==> src/rtl/sal_resp_pkg.sv <==
// Shared types for the SAL response-merge path (read and write return).
// Latency: n/a (types and constants only).
// Backpressure: n/a.
// Contents: FSM state enum, default bus widths, per-beat struct, OKAY code,
// round-robin pointer increment helper.
package sal_resp_pkg;

  // Bank count tracks the DDR2 device bank count.
  localparam int BK_CNT_DEF     = 4;
  localparam int ID_WIDTH_DEF   = 4;
  localparam int DATA_WIDTH_DEF = 64;

  localparam logic [1:0] RESP_OKAY = 2'b00;

  typedef enum logic {
    IDLE  = 1'b0,
    BURST = 1'b1
  } state_t;

  // One read beat at the default widths.
  typedef struct packed {
    logic [ID_WIDTH_DEF-1:0]   id;
    logic [DATA_WIDTH_DEF-1:0] data;
    logic                      last;
  } beat_t;

  // Next round-robin position after idx, wrapping cnt-1 -> 0.
  function automatic int rr_inc(input int idx, input int cnt);
    return (idx + 1 >= cnt) ? 0 : idx + 1;
  endfunction

endpackage

==> src/rtl/sal_rd_resp_merger_if.sv <==
// Bank-side read beats plus the merged AXI R channel, bundled as one bus.
// Latency: n/a (wires only).
// Backpressure: bk_rready / rready handshakes carried through unchanged.
// Ports: bk_rvalid/bk_rready/bk_rid/bk_rdata/bk_rlast per bank;
// rvalid/rready/rid/rdata/rresp/rlast toward the interconnect.
// master = the merger, slave = the banks plus the R-channel consumer.
interface sal_rd_resp_merger_if
  import sal_resp_pkg::*;
#(
  parameter int BK_CNT     = BK_CNT_DEF,
  parameter int ID_WIDTH   = ID_WIDTH_DEF,
  parameter int DATA_WIDTH = DATA_WIDTH_DEF
);
  logic [BK_CNT-1:0]                 bk_rvalid;
  logic [BK_CNT-1:0]                 bk_rready;
  logic [BK_CNT-1:0][ID_WIDTH-1:0]   bk_rid;
  logic [BK_CNT-1:0][DATA_WIDTH-1:0] bk_rdata;
  logic [BK_CNT-1:0]                 bk_rlast;

  logic                  rvalid;
  logic                  rready;
  logic [ID_WIDTH-1:0]   rid;
  logic [DATA_WIDTH-1:0] rdata;
  logic [1:0]            rresp;
  logic                  rlast;

  modport master (
    input  bk_rvalid, bk_rid, bk_rdata, bk_rlast, rready,
    output bk_rready, rvalid, rid, rdata, rresp, rlast
  );

  modport slave (
    output bk_rvalid, bk_rid, bk_rdata, bk_rlast, rready,
    input  bk_rready, rvalid, rid, rdata, rresp, rlast
  );

endinterface

==> src/rtl/sal_rr_arbiter.sv <==
// Round-robin pick: first set request at or after ptr, wrapping modulo N.
// Latency: combinational.
// Backpressure: none; caller decides whether the grant is used.
// Ports: req (N), ptr (index) -> gnt (one-hot), idx (grant index), any.
module sal_rr_arbiter #(
  parameter int N  = 4,
  parameter int IW = (N > 1) ? $clog2(N) : 1
) (
  input  logic [N-1:0]  req,
  input  logic [IW-1:0] ptr,
  output logic [N-1:0]  gnt,
  output logic [IW-1:0] idx,
  output logic          any
);

  always_comb begin
    int c;
    c   = 0;
    gnt = '0;
    idx = '0;
    any = 1'b0;
    for (int i = 0; i < N; i++) begin
      c = int'(ptr) + i;
      if (c >= N) c = c - N;
      if (!any && req[c]) begin
        any = 1'b1;
        idx = IW'(c);
      end
    end
    if (any) gnt[idx] = 1'b1;
  end

endmodule

==> src/rtl/sal_rd_resp_merger.sv <==
// Merges per-bank read bursts onto one AXI R channel, round-robin, burst-locked.
// Latency: beat accepted from a bank in cycle N is on R in cycle N+1.
// Backpressure: one-entry output register; rready=0 with rvalid=1 holds it
// and drops every bk_rready. Ports: clk, rst (sync, active-high), bus (master).
module sal_rd_resp_merger
  import sal_resp_pkg::*;
#(
  parameter int BK_CNT     = BK_CNT_DEF,
  parameter int ID_WIDTH   = ID_WIDTH_DEF,
  parameter int DATA_WIDTH = DATA_WIDTH_DEF
) (
  input  logic                 clk,
  input  logic                 rst,
  sal_rd_resp_merger_if.master bus
);

  localparam int IDX_W = (BK_CNT > 1) ? $clog2(BK_CNT) : 1;

  typedef struct packed {
    logic [ID_WIDTH-1:0]   id;
    logic [DATA_WIDTH-1:0] data;
    logic                  last;
  } rbeat_t;

  state_t           state, state_nxt;
  logic [IDX_W-1:0] ptr, ptr_nxt;
  logic [IDX_W-1:0] lk, lk_nxt;
  logic [IDX_W-1:0] sel;
  logic [BK_CNT-1:0] rdy;
  logic             load;
  logic             load_ok;
  logic             rvalid_q;
  rbeat_t           out_q;
  rbeat_t           beat_d;

  logic [BK_CNT-1:0] arb_gnt;
  logic [IDX_W-1:0]  arb_idx;
  logic              arb_any;

  sal_rr_arbiter #(.N(BK_CNT), .IW(IDX_W)) u_arb (
    .req (bus.bk_rvalid),
    .ptr (ptr),
    .gnt (arb_gnt),
    .idx (arb_idx),
    .any (arb_any)
  );

  // The output slot can take a beat when empty or being drained this cycle.
  assign load_ok = !rvalid_q || bus.rready;

  always_comb begin
    state_nxt = state;
    ptr_nxt   = ptr;
    lk_nxt    = lk;
    rdy       = '0;
    load      = 1'b0;
    sel       = arb_idx;
    case (state)
      IDLE: begin
        if (arb_any && load_ok) begin
          rdy  = arb_gnt;
          load = 1'b1;
          if (bus.bk_rlast[arb_idx]) begin
            ptr_nxt = IDX_W'(rr_inc(int'(arb_idx), BK_CNT));
          end else begin
            lk_nxt    = arb_idx;
            state_nxt = BURST;
          end
        end
      end
      BURST: begin
        // Ready for the locked bank depends only on output space, so the
        // bank never sees its own valid looped back into its ready.
        sel     = lk;
        rdy[lk] = load_ok;
        if (load_ok && bus.bk_rvalid[lk]) begin
          load = 1'b1;
          if (bus.bk_rlast[lk]) begin
            ptr_nxt   = IDX_W'(rr_inc(int'(lk), BK_CNT));
            state_nxt = IDLE;
          end
        end
      end
      default: state_nxt = IDLE;
    endcase
    // A beat handed over during reset would be lost; refuse it instead.
    if (rst) rdy = '0;
  end

  always_comb begin
    beat_d.id   = bus.bk_rid[sel];
    beat_d.data = bus.bk_rdata[sel];
    beat_d.last = bus.bk_rlast[sel];
  end

  always_ff @(posedge clk) begin
    if (rst) begin
      state    <= IDLE;
      ptr      <= '0;
      lk       <= '0;
      rvalid_q <= 1'b0;
      out_q    <= '0;
    end else begin
      state <= state_nxt;
      ptr   <= ptr_nxt;
      lk    <= lk_nxt;
      if (load) begin
        rvalid_q <= 1'b1;
        out_q    <= beat_d;
      end else if (bus.rready) begin
        rvalid_q <= 1'b0;
      end
    end
  end

  assign bus.bk_rready = rdy;
  assign bus.rvalid    = rvalid_q;
  assign bus.rid       = out_q.id;
  assign bus.rdata     = out_q.data;
  assign bus.rlast     = out_q.last;
  assign bus.rresp     = RESP_OKAY;

endmodule

==> src/flat_wrapper.sv <==
// flat-port wrapper written by rule: the top's interface ports become plain ports
module sal_rd_resp_merger_flat import sal_resp_pkg::*;
#(
  parameter int BK_CNT     = BK_CNT_DEF,
  parameter int ID_WIDTH   = ID_WIDTH_DEF,
  parameter int DATA_WIDTH = DATA_WIDTH_DEF
)
  (clk, rst, bus_bk_rvalid, bus_bk_rid, bus_bk_rdata, bus_bk_rlast, bus_rready, bus_bk_rready, bus_rvalid, bus_rid, bus_rdata, bus_rresp, bus_rlast);
  sal_rd_resp_merger_if #(.BK_CNT(BK_CNT), .ID_WIDTH(ID_WIDTH), .DATA_WIDTH(DATA_WIDTH)) bus_i ();
  input  logic clk;
  input  logic rst;
  input wire logic [$bits(bus_i.bk_rvalid)-1:0] bus_bk_rvalid;
  input wire logic [$bits(bus_i.bk_rid)-1:0] bus_bk_rid;
  input wire logic [$bits(bus_i.bk_rdata)-1:0] bus_bk_rdata;
  input wire logic [$bits(bus_i.bk_rlast)-1:0] bus_bk_rlast;
  input wire logic [$bits(bus_i.rready)-1:0] bus_rready;
  output wire logic [$bits(bus_i.bk_rready)-1:0] bus_bk_rready;
  output wire logic [$bits(bus_i.rvalid)-1:0] bus_rvalid;
  output wire logic [$bits(bus_i.rid)-1:0] bus_rid;
  output wire logic [$bits(bus_i.rdata)-1:0] bus_rdata;
  output wire logic [$bits(bus_i.rresp)-1:0] bus_rresp;
  output wire logic [$bits(bus_i.rlast)-1:0] bus_rlast;
  assign bus_i.bk_rvalid = bus_bk_rvalid;
  assign bus_i.bk_rid = bus_bk_rid;
  assign bus_i.bk_rdata = bus_bk_rdata;
  assign bus_i.bk_rlast = bus_bk_rlast;
  assign bus_i.rready = bus_rready;
  assign bus_bk_rready = bus_i.bk_rready;
  assign bus_rvalid = bus_i.rvalid;
  assign bus_rid = bus_i.rid;
  assign bus_rdata = bus_i.rdata;
  assign bus_rresp = bus_i.rresp;
  assign bus_rlast = bus_i.rlast;
  sal_rd_resp_merger #(.BK_CNT(BK_CNT), .ID_WIDTH(ID_WIDTH), .DATA_WIDTH(DATA_WIDTH)) u_core (.clk(clk), .rst(rst), .bus(bus_i));
endmodule
==> config.mk <==
export PLATFORM = sky130hd
export DESIGN_NAME = sal_rd_resp_merger_flat
export DESIGN_NICKNAME = d
export VERILOG_FILES = /design/src/rtl/sal_resp_pkg.sv /design/src/rtl/sal_rd_resp_merger_if.sv /design/src/rtl/sal_rr_arbiter.sv /design/src/rtl/sal_rd_resp_merger.sv /design/src/flat_wrapper.sv
export SDC_FILE = /design/constraint.sdc
export NUM_CORES = 1
export LEC_CHECK = 0
export ABC_CLOCK_PERIOD_IN_PS = 6900
export CAP_MARGIN = 20
export CELL_PAD_IN_SITES_DETAIL_PLACEMENT = 0
export CELL_PAD_IN_SITES_GLOBAL_PLACEMENT = 1
export CORE_MARGIN = 3
export CORE_UTILIZATION = 32
export DETAILED_ROUTE_END_ITERATION = 8
export GPL_TIMING_DRIVEN = 1
export HOLD_SLACK_MARGIN = 0.08
export PLACE_DENSITY = 0.89
export SYNTH_ARGS = -nofsm -noshare
export SYNTH_HDL_FRONTEND = slang
export SYNTH_SLANG_ARGS = --single-unit
==> constraint.sdc <==
create_clock -name clk -period 6.9 [get_ports clk]
set_clock_uncertainty 0.2 [all_clocks]
set_input_delay 1.38 -clock clk [delete_from_list [all_inputs] [get_ports clk]]
set_output_delay 1.38 -clock clk [all_outputs]
set_load 0.02 [all_outputs]
### After elaboration in Yosys (flattened, before gate mapping)

Index checks and enable logic that the tools add are counted.

| word-level totals | value |
|---|---|
| flip-flop bits (word level) | 75 |
| output and inout bits | 76 |
| input bits | 283 |

| operators by class | value |
|---|---|
| mux-type cells | 62 |
| $add $sub $neg | 9 |
| bitwise logic cells | 3 |
| equality and inequality tests | 4 |
| reductions and logical operators | 15 |
| order comparisons | 15 |

Operators by type and width:

| kind | number |
|---|---|
| 64-bit binary-select mux with 2-bit select | 1 |
| 32-bit by 4-bit < comparator with 1-bit output, second input constant | 4 |
| 32-bit 2-to-1 mux | 4 |
| 64-bit 2-to-1 mux | 1 |
| 1-bit 2-to-1 mux | 26 |
| 2-bit 2-to-1 mux | 11 |
| 1-bit binary-select mux with 2-bit select | 8 |
| 4-bit 2-to-1 mux | 4 |
| 3-bit greater-or-equal comparator, second input constant | 5 |
| 3-bit by 3-bit subtractor with 4-bit output, second input constant | 3 |
| 2-bit by 1-bit adder with 3-bit output, second input constant | 3 |
| 2-bit by 3-bit < comparator with 1-bit output, second input constant | 3 |
| 4-bit binary-select mux with 2-bit select | 1 |
| 4-bit one-hot mux with 2 select lines | 1 |
| 1-bit logical AND | 7 |
| 2-bit by 2-bit adder with 3-bit output, second input constant | 2 |
| 4-bit bitwise AND | 1 |
| 1-bit demux with 2-bit select | 2 |
| 2-bit by 1-bit greater-or-equal comparator with 1-bit output, second input constant | 2 |
| 1-bit zero test | 4 |
| 2-bit by 1-bit inequality test with 1-bit output, second input constant | 2 |
| 2-bit inequality test, second input constant | 2 |
| 1-bit one-hot mux with 2 select lines | 2 |
| 2-bit one-hot mux with 2 select lines | 1 |
| 7 further kinds | 8 |

### Longest topological paths before layout

| depth | value |
|---|---|
| depth after elaboration | 23 |
| gate-level depth with buffers | 10 |
| gate-level depth less buffers | 8 |

### Hierarchy

A second synthesis with hierarchy kept.

| second synthesis, totals | value |
|---|---|
| cells, all modules | 339 |
| area, all modules | 4518.1 sq um |

Modules (own cells, without submodules):

| module | instances | cells an instance | area each (sq um) | sequential area each (sq um) |
|---|---|---|---|---|
| sal_rd_resp_merger | 1 | 307 | 4335.4 | 1501.4 |
| sal_rr_arbiter | 1 | 32 | 182.7 | 0.0 |

### Worst setup path after synthesis

No wires, ideal clock.

| timing | value |
|---|---|
| kind | input port to output port |
| start point | input bus_bk_rvalid[2] |
| end point | output bus_bk_rready[3] |
| stages | 9 |
| arrival time | 2883 ps |
| path slack | 2437 ps |
| buffers on the path | 2 |
| cells stage by stage | nor2b_1 > o21ai_1 > nand3_2 > inv_2 > buf_2 > clkbuf_1 > ha_1 > a22oi_1 > nor2_1 |

| on the way | value |
|---|---|
| longest elaborated chain between the ends | 21 |

Ends and longest elaborated chain:

| item | line | text |
|---|---|---|
| from (decl) | flat_wrapper.sv:12 | `input wire logic [$bits(bus_i.bk_rvalid)-1:0] bus_bk_rvalid;` |
| 1-bit binary-select mux with 2-bit select | sal_rr_arbiter.sv:25 | `if (!any && req[c]) begin` |
| 1-bit 2-to-1 mux (not written as such) (2 in series) | sal_rr_arbiter.sv:25 |  |
| 1-bit 2-to-1 mux | sal_rr_arbiter.sv:25 |  |
| 1-bit zero test | sal_rr_arbiter.sv:25 |  |
| 1-bit logical AND | sal_rr_arbiter.sv:25 |  |
| 1-bit 2-to-1 mux | sal_rr_arbiter.sv:25 |  |
| 1-bit zero test | sal_rr_arbiter.sv:25 |  |
| 1-bit logical AND | sal_rr_arbiter.sv:25 |  |
| [... 4 more ...] | - |  |
| via u_core.arb_idx[0] | sal_rd_resp_merger.sv:37 | `logic [IDX_W-1:0] arb_idx;` |
| 2-bit by 3-bit < comparator with 1-bit output (not written as such) or 2-bit by 1-bit greater-or-equal comparator with 1-bit output (tied branches) | sal_rr_arbiter.sv:30 | `if (any) gnt[idx] = 1'b1;` |
| 1-bit logical AND (not written as such) | sal_rr_arbiter.sv:30 |  |
| 1-bit 2-to-1 mux (not written as such) | sal_rr_arbiter.sv:30 |  |
| 1-bit demux with 2-bit select (*) | sal_rr_arbiter.sv:30 |  |
| 4-bit 2-to-1 mux (*) | sal_rr_arbiter.sv:30 |  |
| 4-bit 2-to-1 mux (*) | sal_rd_resp_merger.sv:60 | `if (arb_any && load_ok) begin` |
| 4-bit one-hot mux with 2 select lines (*) | sal_rd_resp_merger.sv:58 | `case (state)` |
| 4-bit 2-to-1 mux (*) | sal_rd_resp_merger.sv:87 | `if (rst) rdy = '0;` |
| to (decl) | flat_wrapper.sv:17 | `output wire logic [$bits(bus_i.bk_rready)-1:0] bus_bk_rready;` |

Mark *: on every way through the listed nets, which the timed path passes. The rest lies on a longest branch. The select of a mux whose other input is x is not followed.

### Worst setup path in the final report

| timing | value |
|---|---|
| start point | input bus_bk_rvalid[2] |
| end point | output bus_bk_rready[2] |

The elaborated chain is that of the path after synthesis.

==> flow_metrics.py <==
metrics = {
    "synthesis": {
        "synth_flop_cell": "dfxtp_1",
        "ys_ff_latch": 75,
        "netlist_area_um2": 7706,
        "synth_seq_area_share_pct": 19.48,
        "synth.distinct_cells": 41,
        "syn_area_per_cell_um2": 7.847,
        "yosys_warnings": 0,
        "synth_cells": 982,
        "synthArstFlopShare_pct": 0,
        "synth_edf_count": 0,
    },
    "clock_network": {
        "cts_buffer_depth": 2,
        "clock_sinks": 75,
        "cts_root_buffer": "clkbuf_16",
        "clk_latency_ns": 0.35,
        "numCtsBuffers": 9,
        "cts_setup_buffers": 0,
        "htree_levels": 3,
        "path_clk_slew_ns": 0.06,
        "postCtsHoldBufs": 0,
        "post_cts_resized": 0,
        "cts_tree": "yes",
    },
    "power_and_ir_drop": {
        "swShare_pct": 50.78,
        "p_int_mw": 2.295,
        "power.leakage_nw": 3.846,
        "ir_worst_vdd_v": 0.0002093,
        "power_density_nw_per_um2": 406.3,
        "pwr-share-seq_pct": 18.2,
        "comb_power_share_pct": 71.1,
        "clock_power_share_pct": 10.7,
        "switching_power_mw": 2.368,
    },
    "worst_hold_path": {
        "hold_path_class": "flop to flop",
        "worstHoldEndpoint": "u_core.bus.rdata[53]",
        "min_from": "u_core.bus.rdata[53]",
        "worstHoldPathCells": 2,
    },
    "placement": {
        "place_congestion": 0.8460,
        "place_ws_ns": 1.595,
        "io_buffer_count": 356,
        "dp_hpwl_um": 22170,
        "postPlaceCellArea_um2": 11180,
        "dp.cells": 1533,
    },
    "flow_run": {
        "cap_violations": 0,
    },
    "global_route": {
        "grt_max_degree": 92,
        "grt_pass1_vias": 9208,
        "grt_use_total_pct": 25.04,
        "grt_first_pass_wirelength_um": 52560,
        "grt_overflow": 0,
        "antenna_found_initial": 0,
    },
    "sta": {
        "fmax_mhz": 187.0,
        "finalCritPeriodShare_pct": 77.50,
        "hold_viol": 0,
        "setup_tns_ns": 0,
        "setup_slack_ns": 1.552,
        "relSlewSlack_pct": 25.57,
        "fin_crit_ns": 5.348,
        "setup_violations": 0,
        "rsz0062_at_grt": "false",
        "slew_violations": 0,
        "tightest_slew_ns": 1.114,
    },
    "setup_path": {
        "worst_setup_path_end_kind": "output port",
        "timing.rr.end": "u_core.bus.rdata[50]",
        "r2r_slack_ns": 2.98,
        "cp.arrival_ns": 3.77,
        "worstSetupPathType": "input port to output port",
        "reg2reg_from": "u_core.state",
        "required_ns": 5.32,
        "startpoint_type": "input port",
        "crit_path_max_fanout": 5,
        "ff2ff_path_depth": 6,
    },
    "finish": {
        "final_util_pct": 48.76,
        "final_cell_mix": "clkdlybuf4s50_1 (355), a21oi_1 (141), nor2_1 (78)",
        "instances_no_fill": 1549,
        "area_growth_pct": 48.95,
        "layout.nets": 1516,
        "antenna_cells": 0,
        "fin_area_um2": 11480,
        "drive_gt1_share_pct": 8.293,
        "layout_commonest_cell": "clkdlybuf4s50_1",
    },
    "routing": {
        "viasPerCell": 6.164,
        "vias": 9548,
        "wirelength_um": 34350,
        "dr.pass1.iters": 5,
        "drtAntennaViolNets": 0,
        "avgRoutedWirePerCell_um": 22.17,
        "drt_iter0_drc": 687,
        "drc": 0,
    },
    "floorplan": {
        "core_region_area_um2": 23540,
        "die_area_um2": 25980,
        "initial_core_util_pct": 32.73,
        "die_h_um": 161.2,
        "die_x_um": 161.2,
        "num_rows": 56,
        "ioPinCount": 359,
    },
    "outcome": {
        "outcome": "completed",
    },
}
==> through the flow <==
stage	power [mW]	hold slack, ns
floorplan	3.116	0.3683
global placement	4.108	0.2860
detailed placement	4.168	0.2920
CTS	4.680	0.3006
global route	4.992	0.3182
finish	4.663	0.2994
==> metal layers <==
layer  share of wire [%]  track usage (%)
met1                  41            31.52
met2                  49            43.37
met3                 7.9            4.976
met4                 2.2            7.470
met5                   0                0
==> logic make-up after synthesis <==
kind of cell | after synthesis | share of synthesized area (%)
compound gates | 645 | 63.39
buf+inv | 146 | 9.060
simple gates | 101 | 5.569
flops | 75 | 19.48
fa+ha+maj | 8 | 1.299
mux | 6 | 1.153
other cells | 1 | 0.04866
==> registers in the layout (all words and copies together) (netlist names) <==
name,count
u_core.bus.rvalid,1
u_core.bus.rid,4
u_core.bus.rdata,64
u_core.state,1
u_core.lk,2
u_core.bus.rlast,1
u_core.ptr,2
==> how the worst max path moves through the flow <==
stage	end	depth (start not counted)	start	slack, ns
final	bus_bk_rready[2]	9	bus_bk_rvalid[2]	1.55
after global routing	bus_bk_rready[2]	9	bus_bk_rvalid[2]	1.40
after CTS	bus_bk_rready[2]	9	bus_bk_rvalid[2]	1.60
after detailed placement	bus_bk_rready[2]	9	bus_bk_rvalid[2]	1.60
after global placement	bus_bk_rready[3]	9	bus_bk_rvalid[2]	1.65
after floorplan	bus_bk_rready[3]	9	bus_bk_rvalid[2]	2.44
==> cell type report <==
cell class,count,area (um2)
Fill cell,2287,12060
Multi-Input combinational cell,762,5552
Timing Repair Buffer,371,3699
Sequential cell,75,1510
Tap cell,319,399.1
Clock buffer,9,225.2
Clock inverter,7,68.82
Inverter,6,25.02
==> power by group through the flow <==
stage / logic, mW / registers, mW / clock network, mW
2_1_floorplan: 2.13 / 0.990 / 0
3_3_place_gp: 3.26 / 0.845 / 0
3_5_place_dp: 3.32 / 0.849 / 0
4_1_cts: 3.33 / 0.843 / 0.511
5_1_grt: 3.59 / 0.875 / 0.525
6_report: 3.32 / 0.847 / 0.498
==> worst max-delay path: stages <==
cell and delay [ns]:
clkdlybuf4s50_1 0.56, nor2b_1 0.25, a211o_1 0.24, nand2_1 0.20
inv_1 0.14, ha_1 0.16, a22oi_1 0.07, nor2_1 0.16
clkdlybuf4s50_1 0.62
==> Yosys cell counts (2+ instances only) <==
cell	instances	area share, %
nor2b_1	6	0.49
mux4_2	2	0.58
a21o_1	2	0.19
inv_1	2	0.097
a21oi_1	141	9.2
a211o_1	2	0.23
o31ai_1	69	6.7
nand3_1	4	0.26
buf_2	30	1.9
dfxtp_1	75	19
o2bb2ai_1	69	7.8
o21ai_1	44	2.9
mux2_2	3	0.44
nand2_1	4	0.19
clkbuf_1	90	4.4
buf_4	8	0.78
nor2_1	78	3.8
a22oi_1	4	0.39
a22o_1	69	7.8
buf_6	11	1.6
o21ai_0	30	1.9
a211oi_1	72	7.0
inv_2	4	0.19
a311oi_1	19	2.2
a311oi_2	50	9.7
nand2b_1	4	0.32
ha_1	8	1.3
o211ai_1	69	6.7
No activity file was read; power rests on OpenSTA's default activity.
